[config.mk]
export PLATFORM = sky130hd
export DESIGN_NAME = vram_arbiter_flat
export DESIGN_NICKNAME = d
export VERILOG_FILES = /design/src/rtl/vram_arbiter_pkg.sv /design/src/rtl/vram_arbiter_if.sv /design/src/rtl/vram_arbiter_wbuf.sv /design/src/rtl/vram_arbiter.sv /design/src/flat_wrapper.sv
export SDC_FILE = /design/constraint.sdc
export NUM_CORES = 1
export LEC_CHECK = 0
export BUFFER_PORTS_ARGS = -buffer_cell sky130_fd_sc_hd__buf_2
export CORE_MARGIN = 1.5
export CORE_UTILIZATION = 35
export CTS_CLUSTER_DIAMETER = 60
export CTS_CLUSTER_SIZE = 24
export DETAILED_ROUTE_END_ITERATION = 8
export PLACE_DENSITY_LB_ADDON = 0.2
export SLEW_MARGIN = 20
export SYNTH_ARGS = -nofsm -noshare
export SYNTH_HDL_FRONTEND = slang
export SYNTH_SLANG_ARGS = --single-unit
[constraint.sdc]
create_clock -name clk -period 6 [get_ports clk]
set_clock_uncertainty 0.1 [all_clocks]
set_input_delay 1.2 -clock clk [delete_from_list [all_inputs] [get_ports clk]]
set_output_delay 1.2 -clock clk [all_outputs]
set_load 0.05 [all_outputs]
[src/rtl/vram_arbiter_pkg.sv]
// vram_arbiter_pkg: shared definitions for the VRAM arbiter.
// Holds the default RAM geometry and the arbiter state encoding.
package vram_arbiter_pkg;

  localparam int AW_DEF = 16;
  localparam int DW_DEF = 8;

  typedef enum logic [2:0] {
    ST_IDLE      = 3'd0,
    ST_VID_ISSUE = 3'd1,
    ST_VID_DATA  = 3'd2,
    ST_CPU_ISSUE = 3'd3,
    ST_CPU_DATA  = 3'd4
  } state_t;

endpackage

[src/rtl/vram_arbiter_if.sv]
// vram_arbiter_if: video fetch, CPU bus and RAM port signals of the arbiter.
// slave = arbiter view, master = surrounding system (video, CPU glue, RAM).
interface vram_arbiter_if
  import vram_arbiter_pkg::*;
#(
  parameter int AW = AW_DEF,
  parameter int DW = DW_DEF
);

  logic          vid_req;
  logic [AW-1:0] vid_addr;
  logic [DW-1:0] vid_data;
  logic          vid_valid;
  logic          vid_overrun;

  logic          cpu_req;
  logic          cpu_we;
  logic [AW-1:0] cpu_addr;
  logic [DW-1:0] cpu_wdata;
  logic [DW-1:0] cpu_rdata;
  logic          cpu_ack;
  logic          cpu_wait_n;

  logic [AW-1:0] ram_addr;
  logic          ram_we;
  logic [DW-1:0] ram_wdata;
  logic [DW-1:0] ram_rdata;

  modport slave (
    input  vid_req, vid_addr, cpu_req, cpu_we, cpu_addr, cpu_wdata, ram_rdata,
    output vid_data, vid_valid, vid_overrun, cpu_rdata, cpu_ack, cpu_wait_n,
           ram_addr, ram_we, ram_wdata
  );

  modport master (
    output vid_req, vid_addr, cpu_req, cpu_we, cpu_addr, cpu_wdata, ram_rdata,
    input  vid_data, vid_valid, vid_overrun, cpu_rdata, cpu_ack, cpu_wait_n,
           ram_addr, ram_we, ram_wdata
  );

endinterface

[src/rtl/vram_arbiter_wbuf.sv]
// vram_arbiter_wbuf: one-entry posted CPU write buffer.
// Only compiled when VRAM_WBUF_EN is defined; the default build has no buffer.
`ifdef VRAM_WBUF_EN
module vram_arbiter_wbuf
  import vram_arbiter_pkg::*;
#(
  parameter int AW = AW_DEF,
  parameter int DW = DW_DEF
) (
  input  logic          clk,
  input  logic          reset,
  input  logic          i_load,
  input  logic [AW-1:0] i_addr,
  input  logic [DW-1:0] i_wdata,
  input  logic          i_drain,
  output logic          o_full,
  output logic [AW-1:0] o_addr,
  output logic [DW-1:0] o_wdata
);

  logic          r_full;
  logic [AW-1:0] r_addr;
  logic [DW-1:0] r_wdata;

  // Capture a posted write; the full flag drops when the arbiter issues it
  always_ff @(posedge clk or posedge reset) begin
    if (reset) begin
      r_full  <= 1'b0;
      r_addr  <= '0;
      r_wdata <= '0;
    end else if (i_load) begin
      r_full  <= 1'b1;
      r_addr  <= i_addr;
      r_wdata <= i_wdata;
    end else if (i_drain) begin
      r_full  <= 1'b0;
    end
  end

  assign o_full  = r_full;
  assign o_addr  = r_addr;
  assign o_wdata = r_wdata;

endmodule
`endif

[src/rtl/vram_arbiter.sv]
// vram_arbiter: shares the single-port video/system RAM between the display
// fetch path (strict priority, 2-3 clock latency) and the Z80 bus (stalled
// through cpu_wait_n). Optional posted-write buffer: define VRAM_WBUF_EN.
module vram_arbiter
  import vram_arbiter_pkg::*;
#(
  parameter int AW = AW_DEF,
  parameter int DW = DW_DEF
) (
  input  logic          clk,
  input  logic          reset,
  vram_arbiter_if.slave bus
);

  state_t        r_state;
  state_t        w_state_nxt;
  logic          w_grant_pt;
  logic          w_vid_go;
  logic [AW-1:0] w_vid_addr;
  logic          w_cpu_busy;
  logic          w_cpu_go;
  logic          w_cpu_sel;
  logic          w_cpu_done;
  logic          w_ack_nxt;

  logic          r_vid_pend;
  logic [AW-1:0] r_vid_addr;
  logic          r_vid_overrun;
  logic          r_vid_valid;
  logic [DW-1:0] r_vid_data;

  logic          r_cpu_ack;
  logic          r_cpu_armed;
  logic          r_cpu_blk;
  logic [DW-1:0] r_cpu_rdata;

  logic [AW-1:0] r_ram_addr;
  logic          r_ram_we;
  logic [DW-1:0] r_ram_wdata;

`ifdef VRAM_WBUF_EN
  logic          w_buf_full;
  logic [AW-1:0] w_buf_addr;
  logic [DW-1:0] w_buf_wdata;
  logic          w_drain;
  logic          w_post;
  logic          r_drain_acc;

  vram_arbiter_wbuf #(
    .AW(AW),
    .DW(DW)
  ) u_wbuf (
    .clk     (clk),
    .reset   (reset),
    .i_load  (w_post),
    .i_addr  (bus.cpu_addr),
    .i_wdata (bus.cpu_wdata),
    .i_drain (w_drain),
    .o_full  (w_buf_full),
    .o_addr  (w_buf_addr),
    .o_wdata (w_buf_wdata)
  );
`endif

  // Grant decision (video > buffered write > CPU) and next-state logic
  always_comb begin
    w_grant_pt  = (r_state == ST_IDLE) || (r_state == ST_VID_DATA) ||
                  (r_state == ST_CPU_DATA);
    w_vid_go    = bus.vid_req || r_vid_pend;
    w_vid_addr  = bus.vid_req ? bus.vid_addr : r_vid_addr;
`ifdef VRAM_WBUF_EN
    // A drain occupies the CPU states but is not the CPU's own access
    w_cpu_busy  = ((r_state == ST_CPU_ISSUE) || (r_state == ST_CPU_DATA)) && !r_drain_acc;
    w_drain     = w_grant_pt && !w_vid_go && w_buf_full;
    w_cpu_go    = bus.cpu_req && !bus.cpu_we && !r_cpu_blk && !w_cpu_busy && !w_buf_full;
    w_post      = bus.cpu_req && bus.cpu_we && r_cpu_armed && !r_cpu_blk && !w_buf_full;
    w_cpu_sel   = w_drain || w_cpu_go;
    w_cpu_done  = (r_state == ST_CPU_DATA) && !r_drain_acc;
    w_ack_nxt   = w_cpu_done || w_post;
`else
    w_cpu_busy  = (r_state == ST_CPU_ISSUE) || (r_state == ST_CPU_DATA);
    w_cpu_go    = bus.cpu_req && !r_cpu_blk && !w_cpu_busy;
    w_cpu_sel   = w_cpu_go;
    w_cpu_done  = (r_state == ST_CPU_DATA);
    w_ack_nxt   = w_cpu_done;
`endif
    w_state_nxt = r_state;
    case (r_state)
      ST_VID_ISSUE: w_state_nxt = ST_VID_DATA;
      ST_CPU_ISSUE: w_state_nxt = ST_CPU_DATA;
      default: begin
        if (w_vid_go)       w_state_nxt = ST_VID_ISSUE;
        else if (w_cpu_sel) w_state_nxt = ST_CPU_ISSUE;
        else                w_state_nxt = ST_IDLE;
      end
    endcase
  end

  // Arbiter state register
  always_ff @(posedge clk or posedge reset) begin
    if (reset) r_state <= ST_IDLE;
    else       r_state <= w_state_nxt;
  end

  // Hold a fetch that arrives during an ISSUE cycle; a second one is an overrun
  always_ff @(posedge clk or posedge reset) begin
    if (reset) begin
      r_vid_pend    <= 1'b0;
      r_vid_addr    <= '0;
      r_vid_overrun <= 1'b0;
    end else begin
      if (bus.vid_req && r_vid_pend) r_vid_overrun <= 1'b1;
      if (w_grant_pt) begin
        r_vid_pend <= 1'b0;
      end else if (bus.vid_req) begin
        r_vid_pend <= 1'b1;
        r_vid_addr <= bus.vid_addr;
      end
    end
  end

  // Registered RAM port; write strobe lasts only the CPU_ISSUE cycle
  always_ff @(posedge clk or posedge reset) begin
    if (reset) begin
      r_ram_addr  <= '0;
      r_ram_we    <= 1'b0;
      r_ram_wdata <= '0;
    end else begin
      r_ram_we <= 1'b0;
      if (w_grant_pt) begin
        if (w_vid_go) begin
          r_ram_addr <= w_vid_addr;
`ifdef VRAM_WBUF_EN
        end else if (w_drain) begin
          r_ram_addr  <= w_buf_addr;
          r_ram_wdata <= w_buf_wdata;
          r_ram_we    <= 1'b1;
`endif
        end else if (w_cpu_go) begin
          r_ram_addr  <= bus.cpu_addr;
          r_ram_wdata <= bus.cpu_wdata;
          r_ram_we    <= bus.cpu_we;
        end
      end
    end
  end

`ifdef VRAM_WBUF_EN
  // Remember whether the access in the CPU states is a buffer drain (no ack)
  always_ff @(posedge clk or posedge reset) begin
    if (reset)           r_drain_acc <= 1'b0;
    else if (w_grant_pt) r_drain_acc <= w_drain;
  end
`endif

  // Return read data and one-cycle completion pulses on leaving the DATA states
  always_ff @(posedge clk or posedge reset) begin
    if (reset) begin
      r_vid_valid <= 1'b0;
      r_vid_data  <= '0;
      r_cpu_ack   <= 1'b0;
      r_cpu_rdata <= '0;
    end else begin
      r_vid_valid <= (r_state == ST_VID_DATA);
      if (r_state == ST_VID_DATA) r_vid_data <= bus.ram_rdata;
      r_cpu_ack <= w_ack_nxt;
      if (w_cpu_done) r_cpu_rdata <= bus.ram_rdata;
    end
  end

  // CPU arming: a held request is served once; re-arm needs req seen low
  always_ff @(posedge clk or posedge reset) begin
    if (reset) begin
      r_cpu_armed <= 1'b0;
      r_cpu_blk   <= 1'b0;
    end else if (w_ack_nxt) begin
      r_cpu_armed <= 1'b0;
      r_cpu_blk   <= 1'b1;
    end else begin
      r_cpu_armed <= bus.cpu_req && !r_cpu_blk;
      if (!bus.cpu_req) r_cpu_blk <= 1'b0;
    end
  end

  assign bus.vid_data    = r_vid_data;
  assign bus.vid_valid   = r_vid_valid;
  assign bus.vid_overrun = r_vid_overrun;
  assign bus.cpu_rdata   = r_cpu_rdata;
  assign bus.cpu_ack     = r_cpu_ack;
  assign bus.cpu_wait_n  = !(bus.cpu_req && r_cpu_armed && !r_cpu_ack);
  assign bus.ram_addr    = r_ram_addr;
  assign bus.ram_we      = r_ram_we;
  assign bus.ram_wdata   = r_ram_wdata;

endmodule

[src/flat_wrapper.sv]
// flat-port wrapper written by rule: the top's interface ports become plain ports
module vram_arbiter_flat import vram_arbiter_pkg::*;
#(
  parameter int AW = AW_DEF,
  parameter int DW = DW_DEF
)
  (clk, reset, bus_vid_req, bus_vid_addr, bus_cpu_req, bus_cpu_we, bus_cpu_addr, bus_cpu_wdata, bus_ram_rdata, bus_vid_data, bus_vid_valid, bus_vid_overrun, bus_cpu_rdata, bus_cpu_ack, bus_cpu_wait_n, bus_ram_addr, bus_ram_we, bus_ram_wdata);
  vram_arbiter_if #(.AW(AW), .DW(DW)) bus_i ();
  input  logic clk;
  input  logic reset;
  input wire logic [$bits(bus_i.vid_req)-1:0] bus_vid_req;
  input wire logic [$bits(bus_i.vid_addr)-1:0] bus_vid_addr;
  input wire logic [$bits(bus_i.cpu_req)-1:0] bus_cpu_req;
  input wire logic [$bits(bus_i.cpu_we)-1:0] bus_cpu_we;
  input wire logic [$bits(bus_i.cpu_addr)-1:0] bus_cpu_addr;
  input wire logic [$bits(bus_i.cpu_wdata)-1:0] bus_cpu_wdata;
  input wire logic [$bits(bus_i.ram_rdata)-1:0] bus_ram_rdata;
  output wire logic [$bits(bus_i.vid_data)-1:0] bus_vid_data;
  output wire logic [$bits(bus_i.vid_valid)-1:0] bus_vid_valid;
  output wire logic [$bits(bus_i.vid_overrun)-1:0] bus_vid_overrun;
  output wire logic [$bits(bus_i.cpu_rdata)-1:0] bus_cpu_rdata;
  output wire logic [$bits(bus_i.cpu_ack)-1:0] bus_cpu_ack;
  output wire logic [$bits(bus_i.cpu_wait_n)-1:0] bus_cpu_wait_n;
  output wire logic [$bits(bus_i.ram_addr)-1:0] bus_ram_addr;
  output wire logic [$bits(bus_i.ram_we)-1:0] bus_ram_we;
  output wire logic [$bits(bus_i.ram_wdata)-1:0] bus_ram_wdata;
  assign bus_i.vid_req = bus_vid_req;
  assign bus_i.vid_addr = bus_vid_addr;
  assign bus_i.cpu_req = bus_cpu_req;
  assign bus_i.cpu_we = bus_cpu_we;
  assign bus_i.cpu_addr = bus_cpu_addr;
  assign bus_i.cpu_wdata = bus_cpu_wdata;
  assign bus_i.ram_rdata = bus_ram_rdata;
  assign bus_vid_data = bus_i.vid_data;
  assign bus_vid_valid = bus_i.vid_valid;
  assign bus_vid_overrun = bus_i.vid_overrun;
  assign bus_cpu_rdata = bus_i.cpu_rdata;
  assign bus_cpu_ack = bus_i.cpu_ack;
  assign bus_cpu_wait_n = bus_i.cpu_wait_n;
  assign bus_ram_addr = bus_i.ram_addr;
  assign bus_ram_we = bus_i.ram_we;
  assign bus_ram_wdata = bus_i.ram_wdata;
  vram_arbiter #(.AW(AW), .DW(DW)) u_core (.clk(clk), .reset(reset), .bus(bus_i));
endmodule
==> metrics.txt, run 1 <==
# TYPE chip_impl_metric gauge
chip_impl_metric{name="wire_per_inst",unit="um"} 14.8
chip_impl_metric{name="cp_data_required_time",unit="ps"} 6130
chip_impl_metric{name="slew-limit-headroom",unit="%"} 34.6
chip_impl_metric{name="number_of_top_level_pins",unit=""} 98
chip_impl_info{name="routing_layer_with_the_top_usage_in_global_route",value="met2"} 1
chip_impl_metric{name="grt_pass1_wl",unit="mm"} 10.7
chip_impl_metric{name="die_height",unit="um"} 94.8
chip_impl_metric{name="cts_buffers",unit=""} 9
chip_impl_info{name="ys_top_cells_by_area",value="sky130_fd_sc_hd__dfrtp_1, sky130_fd_sc_hd__mux2_2, sky130_fd_sc_hd__a311oi_1, sky130_fd_sc_hd__or3b_2, sky130_fd_sc_hd__nand2b_1"} 1
chip_impl_metric{name="placed_area",unit="sq um"} 3500
chip_impl_metric{name="grt.met2_usage",unit="%"} 24.8
chip_impl_metric{name="timing.fmax",unit="MHz"} 336
chip_impl_metric{name="finalHoldViolCount",unit=""} 0
chip_impl_metric{name="synth.avg_cell_area",unit="sq um"} 12.2
chip_impl_metric{name="clock_power_share",unit="%"} 17.4
chip_impl_info{name="cell_at_the_slowest_stage_of_the_critical_path",value="sky130_fd_sc_hd__or4b_1"} 1
chip_impl_info{name="setup_repair_after_global_routing_missed_its_margin",value="no"} 1
chip_impl_info{name="outcome",value="complete, no violations"} 1
chip_impl_metric{name="power.static_leakage",unit="uW"} 0.00175
chip_impl_metric{name="dieArea",unit="sq um"} 8980
chip_impl_metric{name="fp-row-count",unit=""} 33
chip_impl_metric{name="track_usage",unit="%"} 15.8
chip_impl_metric{name="antenna_found_initial",unit=""} 0
chip_impl_metric{name="place.gp.congestion",unit=""} 0.677
chip_impl_metric{name="ir_worst_vdd",unit="mV"} 0.323
chip_impl_info{name="worstSetupEndpointType",value="flop"} 1
chip_impl_metric{name="final_net_count",unit=""} 387
chip_impl_metric{name="cts.sink_count",unit=""} 66
chip_impl_metric{name="report.final.slew_viol_count",unit=""} 0
chip_impl_metric{name="num_antenna_cells",unit=""} 0
chip_impl_metric{name="path_clk_slew",unit="ps"} 70
chip_impl_info{name="cts_tree",value="built"} 1
chip_impl_metric{name="post-cts-setup-buffer-count",unit=""} 0
chip_impl_metric{name="finish.instance_area",unit="sq um"} 3710
chip_impl_metric{name="relative_contribution_of_combinational_cells_to_total_power",unit="%"} 49.6
chip_impl_info{name="synthDominantAreaCellType",value="sky130_fd_sc_hd__dfrtp_1"} 1
chip_impl_info{name="post_synth_most_frequent_cells",value="sky130_fd_sc_hd__dfrtp_1, sky130_fd_sc_hd__mux2_2, sky130_fd_sc_hd__inv_1, sky130_fd_sc_hd__nand2b_1"} 1
chip_impl_metric{name="initial_core_util",unit="%"} 36.0
chip_impl_metric{name="route.vias.total",unit=""} 2184
chip_impl_metric{name="synth_sequential_area_ratio",unit="%"} 56.1
chip_impl_metric{name="global_route.overflow_total",unit=""} 0
chip_impl_metric{name="drt_first_pass_iters",unit=""} 6
chip_impl_metric{name="area_growth_syn_to_layout",unit="%"} 26.1
chip_impl_info{name="crit_family",value="simple AND/OR/NAND/NOR gates"} 1
chip_impl_metric{name="number_of_enable_type_register_cells_in_the_synthesized_netlist",unit=""} 0
chip_impl_metric{name="timing.hold.ws",unit="ps"} 364
chip_impl_metric{name="number_of_buffers_inserted_by_port_buffering",unit=""} 97
chip_impl_metric{name="unique_cell_type_count_in_the_yosys_netlist",unit=""} 26
chip_impl_metric{name="grt_max_degree",unit=""} 39
chip_impl_metric{name="final-setup-viol-count",unit=""} 0
chip_impl_metric{name="syn-instance-count",unit=""} 242
chip_impl_metric{name="powerDensity",unit="nW/um^2"} 631
chip_impl_metric{name="die_x",unit="um"} 94.8
chip_impl_metric{name="ys_async_sr_fraction",unit="%"} 100
chip_impl_metric{name="critical_path.n_buffers_inverters",unit=""} 1
chip_impl_metric{name="vias_in_the_first_global_route",unit=""} 2196
chip_impl_metric{name="internal_power",unit="uW"} 1250
chip_impl_metric{name="cp.arrival",unit="ps"} 3110
chip_impl_info{name="worst_hold_check_path_type",value="reg -> reg"} 1
chip_impl_metric{name="sequentialPowerShare",unit="%"} 33.0
chip_impl_info{name="count_leader_synth",value="sky130_fd_sc_hd__dfrtp_1"} 1
chip_impl_metric{name="worst_skew_pair.late_latency",unit="ps"} 340
chip_impl_metric{name="groute.layer.met3.usage",unit="%"} 3.62
chip_impl_metric{name="crit_fanout",unit=""} 38
chip_impl_metric{name="final_setup_tns",unit="ps"} 0
chip_impl_metric{name="post_cts_resized",unit=""} 0
chip_impl_metric{name="power.net_switching",unit="uW"} 1090
chip_impl_metric{name="placeable_core_region",unit="sq um"} 8180
chip_impl_metric{name="cell_area_after_technology_mapping",unit="sq um"} 2950
chip_impl_metric{name="drc",unit=""} 0
chip_impl_metric{name="postCtsHoldBufs",unit=""} 0
chip_impl_metric{name="synth.top_cell.area_share",unit="%"} 56.1
chip_impl_metric{name="final.min_clock_period",unit="ps"} 2980
chip_impl_metric{name="htree_levels",unit=""} 3
chip_impl_metric{name="timing.final.crit_share",unit="%"} 49.6
chip_impl_metric{name="ys_ff_latch",unit=""} 66
chip_impl_metric{name="viasPerCell",unit=""} 4.92
chip_impl_info{name="ctsRootBufferMaster",value="sky130_fd_sc_hd__clkbuf_8"} 1
chip_impl_metric{name="power.switching_fraction",unit="%"} 46.6
chip_impl_metric{name="timing.critical_path.slowest_cell_delay",unit="ps"} 950
chip_impl_info{name="setup.worst_path.start_class",value="primary input"} 1
chip_impl_metric{name="drt-total-wl",unit="mm"} 6.58
chip_impl_info{name="critical_path.cell_chain",value="buf_2, or4b_1, nor2_8, mux2_2"} 1
chip_impl_metric{name="synth_fp_nets",unit=""} 295
chip_impl_metric{name="final_layout_size_suffix_gt1_share",unit="%"} 51.6
chip_impl_info{name="critical_path_class",value="in -> reg"} 1
chip_impl_metric{name="routing_usage_on_met1",unit="%"} 20.3
chip_impl_metric{name="initialDrtViolationCount",unit=""} 135
chip_impl_metric{name="pin_slew_with_the_least_headroom_to_its_limit",unit="ps"} 976
chip_impl_metric{name="final_antenna_net_count",unit=""} 0
chip_impl_metric{name="place_hpwl",unit="mm"} 4.54
chip_impl_metric{name="synth.yosys.warnings",unit=""} 0
chip_impl_info{name="top_reg_cell_synth",value="sky130_fd_sc_hd__dfrtp_1"} 1
chip_impl_metric{name="ctsLongestPathBuffers",unit=""} 2
chip_impl_metric{name="total_of_max_cap_violations",unit=""} 0
[through the flow]
step / utilization (%) / worst slack, ps / cells / power [uW]
4_1_cts: 45.4 / 3010 / 444 / 2380
6_report: 45.4 / 3020 / 444 / 2340
2_1_floorplan: - / 3050 / 242 / 1700
5_1_grt: 45.4 / 2890 / 444 / 2480
3_5_place_dp: 42.8 / 2640 / 428 / 1960
3_3_place_gp: 42.8 / 2650 / 428 / 1940
[power groups by stage]
| stage | Sequential, uW | Combinational, uW | Clock [uW] |
|---|---|---|---|
| 3_5_place_dp | 783 | 1180 | 0 |
| 5_1_grt | 801 | 1240 | 442 |
| 6_report | 773 | 1160 | 408 |
| 2_1_floorplan | 1230 | 465 | 0 |
| 3_3_place_gp | 774 | 1170 | 0 |
| 4_1_cts | 776 | 1180 | 422 |
[kinds of logic after synthesis]
kind of cell | after synthesis | synth area share (%)
AO/OA/AOI/OAI | 39 | 9.47
buffers and inverters | 35 | 5.01
flip-flops | 66 | 56.1
multiplexers | 40 | 15.3
AND/OR/NAND/NOR | 62 | 14.2
[final cells by class]
class | instances | area (sq um)
timing repair buffer | 98 | 493
fill | 802 | 4460
multi-input combinational | 141 | 1150
clock inverter | 6 | 91.3
tap | 105 | 131
sequential | 66 | 1650
clock buffer | 10 | 128
inverter | 18 | 67.6
[routing by layer]
metal,vias up,wire length [um]
met5,-,0
met4,0,133
met3,13,381
met2,65,3240
met1,1058,2820
li1,1048,-
[path summary, 6_finish.rpt]
path	startpoint	cells past startpoint	endpoint	slack (ps)
setup / recovery	bus_vid_req	4	u_core.bus.ram_wdata[3]	3020
hold / removal	u_core.bus.vid_overrun	1	u_core.bus.vid_overrun	360
setup reg to reg	u_core.r_vid_pend	3	u_core.bus.ram_wdata[3]	3590
hold reg to reg	u_core.bus.vid_overrun	1	u_core.bus.vid_overrun	360
max in group asynchronous	reset	3	u_core.bus.cpu_rdata[6]	4060
min in group asynchronous	reset	2	u_core.bus.vid_data[5]	820
[flip-flops by register name, indices dropped and copies added, names as in the netlist, 3 cells and up]
signal and count:
u_core.r_state 3, u_core.bus.cpu_rdata 8, u_core.bus.ram_addr 16, u_core.r_vid_addr 16
u_core.bus.ram_wdata 8, u_core.bus.vid_data 8
[cells in the final DEF (no fill, tap or decap), drive strengths merged]
cell,instances
dfrtp,66
and2,1
a21o,4
or2,1
a311oi,16
nand2,1
or4b,1
a21oi,16
nand3b,1
nor3,16
or3,1
nand2b,18
buf,98
or3b,16
nor2,5
bufinv,2
o31a,1
mux2,40
o21a,1
inv,18
nor3b,1
a211oi,1
clkbuf,10
clkinv,4
[worst reg2reg max path, delay by kind of cell (launching register included)]
family,cells,cell delay (ps)
simple gates,2,1230
flops,1,600
mux,1,360
(Power assumes the default switching activity.)
==> run 2, diff against run 1 <==
==> constraint.sdc (replaced) <==
create_clock -name clk -period 2.5 [get_ports clk]
set_clock_uncertainty 0.1 [all_clocks]
set_input_delay 0.5 -clock clk [delete_from_list [all_inputs] [get_ports clk]]
set_output_delay 0.5 -clock clk [all_outputs]
set_load 0.05 [all_outputs]
==> run 2 against run 1 <==
Effect of this change:
- sequential power grew 140%
- critical path depth is 1 lower
- wire length is 1.6% higher
- largest cell class unchanged
- largest power group unchanged
==> metrics.txt, run 2 (same netlist as run 1, synthesis figures left out) <==
# TYPE chip_impl_metric gauge
chip_impl_metric{name="post_cts_resized",unit=""} 0
chip_impl_info{name="cts_tree",value="built"} 1
chip_impl_metric{name="pin_slew_with_the_least_headroom_to_its_limit",unit="ps"} 592
chip_impl_metric{name="placed_area",unit="sq um"} 3560
chip_impl_metric{name="path_length_in_cells_of_the_critical_path",unit=""} 3
chip_impl_metric{name="viasPerCell",unit=""} 4.88
chip_impl_metric{name="post-cts-setup-buffer-count",unit=""} 0
chip_impl_metric{name="finalHoldViolCount",unit=""} 0
chip_impl_info{name="critical_path.cell_chain",value="or2_2, nor2_2, mux2_2"} 1
chip_impl_metric{name="wire_per_inst",unit="um"} 14.8
chip_impl_metric{name="critical_path.n_buffers_inverters",unit=""} 0
chip_impl_metric{name="htree_levels",unit=""} 3
chip_impl_metric{name="crit_fanout",unit=""} 13
chip_impl_metric{name="fillCellCount",unit=""} 794
chip_impl_metric{name="powerDensity",unit="nW/um^2"} 1520
chip_impl_metric{name="cts_buffers",unit=""} 9
chip_impl_metric{name="total_of_max_cap_violations",unit=""} 0
chip_impl_info{name="setup_repair_after_global_routing_missed_its_margin",value="no"} 1
chip_impl_info{name="crit_family",value="simple AND/OR/NAND/NOR gates"} 1
chip_impl_metric{name="ff2ff_setup_slack",unit="ps"} 620
chip_impl_metric{name="final_setup_tns",unit="ps"} 0
chip_impl_metric{name="area_growth_syn_to_layout",unit="%"} 28.4
chip_impl_info{name="outcome",value="complete, no violations"} 1
chip_impl_metric{name="number_of_buffers_inserted_by_port_buffering",unit=""} 97
chip_impl_info{name="crit_path_start",value="u_core.r_state[0]"} 1
chip_impl_info{name="worst_hold_check_path_type",value="in -> async"} 1
chip_impl_metric{name="final.min_clock_period",unit="ps"} 1880
chip_impl_metric{name="drc",unit=""} 0
chip_impl_metric{name="place_hpwl",unit="mm"} 4.65
chip_impl_info{name="cp-endpoint",value="u_core.bus.vid_data[3]"} 1
chip_impl_info{name="cell_at_the_slowest_stage_of_the_critical_path",value="sky130_fd_sc_hd__nor2_2"} 1
chip_impl_metric{name="initial_core_util",unit="%"} 36.0
chip_impl_metric{name="final_net_count",unit=""} 395
chip_impl_metric{name="power.static_leakage",unit="uW"} 0.00179
chip_impl_metric{name="number_of_top_level_pins",unit=""} 98
chip_impl_metric{name="final_antenna_net_count",unit=""} 0
chip_impl_metric{name="postCtsHoldBufs",unit=""} 0
chip_impl_metric{name="cp.arrival",unit="ps"} 2000
chip_impl_metric{name="drt_first_pass_iters",unit=""} 4
chip_impl_metric{name="cp_data_required_time",unit="ps"} 2620
chip_impl_info{name="worstSetupEndpointType",value="flop"} 1
chip_impl_metric{name="die_x",unit="um"} 94.8
chip_impl_info{name="launch_instance_of_the_worst_register_to_register_path",value="u_core.r_state[0]"} 1
chip_impl_metric{name="initialDrtViolationCount",unit=""} 57
chip_impl_metric{name="num_antenna_cells",unit=""} 0
chip_impl_metric{name="fp-row-count",unit=""} 33
chip_impl_metric{name="place.gp.congestion",unit=""} 0.706
chip_impl_metric{name="final-setup-viol-count",unit=""} 0
chip_impl_metric{name="timing.final.crit_share",unit="%"} 75.0
chip_impl_metric{name="cts.sink_count",unit=""} 66
chip_impl_metric{name="antenna_found_initial",unit=""} 0
chip_impl_metric{name="grt_max_degree",unit=""} 38
chip_impl_info{name="critical_path_class",value="reg -> reg"} 1
chip_impl_metric{name="global_route.overflow_total",unit=""} 0
chip_impl_metric{name="report.final.slew_viol_count",unit=""} 0
chip_impl_metric{name="slew-limit-headroom",unit="%"} 60.5
chip_impl_metric{name="vias_in_the_first_global_route",unit=""} 2245
chip_impl_metric{name="timing.critical_path.slowest_cell_delay",unit="ps"} 430
chip_impl_metric{name="rr_worst_depth",unit=""} 3
chip_impl_metric{name="finish.instance_area",unit="sq um"} 3780
chip_impl_info{name="regToRegEndpoint",value="u_core.bus.vid_data[3]"} 1
chip_impl_info{name="setup.worst_path.start_class",value="flop"} 1
chip_impl_metric{name="placeable_core_region",unit="sq um"} 8180
chip_impl_metric{name="path_clk_slew",unit="ps"} 80
chip_impl_metric{name="grt_pass1_wl",unit="mm"} 10.8
chip_impl_metric{name="route.vias.total",unit=""} 2204
chip_impl_metric{name="track_usage",unit="%"} 16.0
chip_impl_info{name="mostFrequentLayoutCells",value="sky130_fd_sc_hd__buf_2, sky130_fd_sc_hd__dfrtp_1, sky130_fd_sc_hd__mux2_2"} 1
chip_impl_metric{name="placed_cells",unit=""} 436
chip_impl_metric{name="timing.fmax",unit="MHz"} 533
chip_impl_metric{name="die_height",unit="um"} 94.8
chip_impl_info{name="final_common_cell",value="sky130_fd_sc_hd__buf_2"} 1
chip_impl_metric{name="ctsLongestPathBuffers",unit=""} 2
chip_impl_metric{name="instances_no_fill",unit=""} 452
chip_impl_metric{name="ir_worst_vdd",unit="mV"} 0.833
chip_impl_metric{name="drt-total-wl",unit="mm"} 6.68
chip_impl_info{name="ctsRootBufferMaster",value="sky130_fd_sc_hd__clkbuf_8"} 1
chip_impl_metric{name="worst_skew_pair.late_latency",unit="ps"} 330
chip_impl_metric{name="final_layout_size_suffix_gt1_share",unit="%"} 53.0
chip_impl_metric{name="dieArea",unit="sq um"} 8980
run 2: area by class of cell:
| type | instances | area (sq um) | share of cell area [%] |
|---|---|---|---|
| tap | 105 | 131 | 3.47 |
| timing repair buffer | 106 | 553 | 14.6 |
| clock inverter | 6 | 90.1 | 2.38 |
| sequential | 66 | 1650 | 43.7 |
| inverter | 18 | 67.6 | 1.79 |
| clock buffer | 10 | 138 | 3.64 |
| multi-input combinational | 141 | 1150 | 30.5 |
run 2: power by group:
group          internal, uW  leakage, uW  total [uW]  switching (uW)
clock                   590     0.000112        1020             431
combinational           911     0.000908        2900            1990
sequential             1580     0.000768        1820             237
total                  3080      0.00179        5740            2660
run 2: worst min path at each step:
stage / start / end / slack, ps / cells past startpoint
after floorplan: u_core.r_cpu_blk / u_core.r_cpu_blk / 360 / 1
after global placement: u_core.bus.vid_overrun / u_core.bus.vid_overrun / 340 / 1
after detailed placement: u_core.bus.vid_overrun / u_core.bus.vid_overrun / 350 / 1
after CTS: reset / u_core.bus.vid_data[5] / 130 / 3
after global routing: reset / u_core.bus.vid_data[5] / 140 / 3
final: reset / u_core.bus.cpu_rdata[5] / 130 / 3
run 2: tightest hold or removal path, cell delays in order:
cell and delay, ps:
sky130_fd_sc_hd__buf_2 100, sky130_fd_sc_hd__inv_2 40, sky130_fd_sc_hd__buf_4 340
run 2: layer usage:
layer	share of wire (%)	global-route usage [%]	wire, um	up-vias
met5	0	0	0	-
met4	1.3	6.22	88	0
met3	5.1	3.86	339	8
met2	49	26.6	3260	51
met1	45	20.0	2990	1091
li1	-	-	-	1054
run 2: metrics by stage:
step	utilization [%]	setup WS (ps)	hold slack, ps	power [uW]
after floorplan	-	245	355	4080
after global placement	43.5	351	336	4720
after detailed placement	43.5	268	353	4780
after CTS	46.3	590	129	5810
after global routing	46.3	505	137	6080
final	46.3	625	126	5740
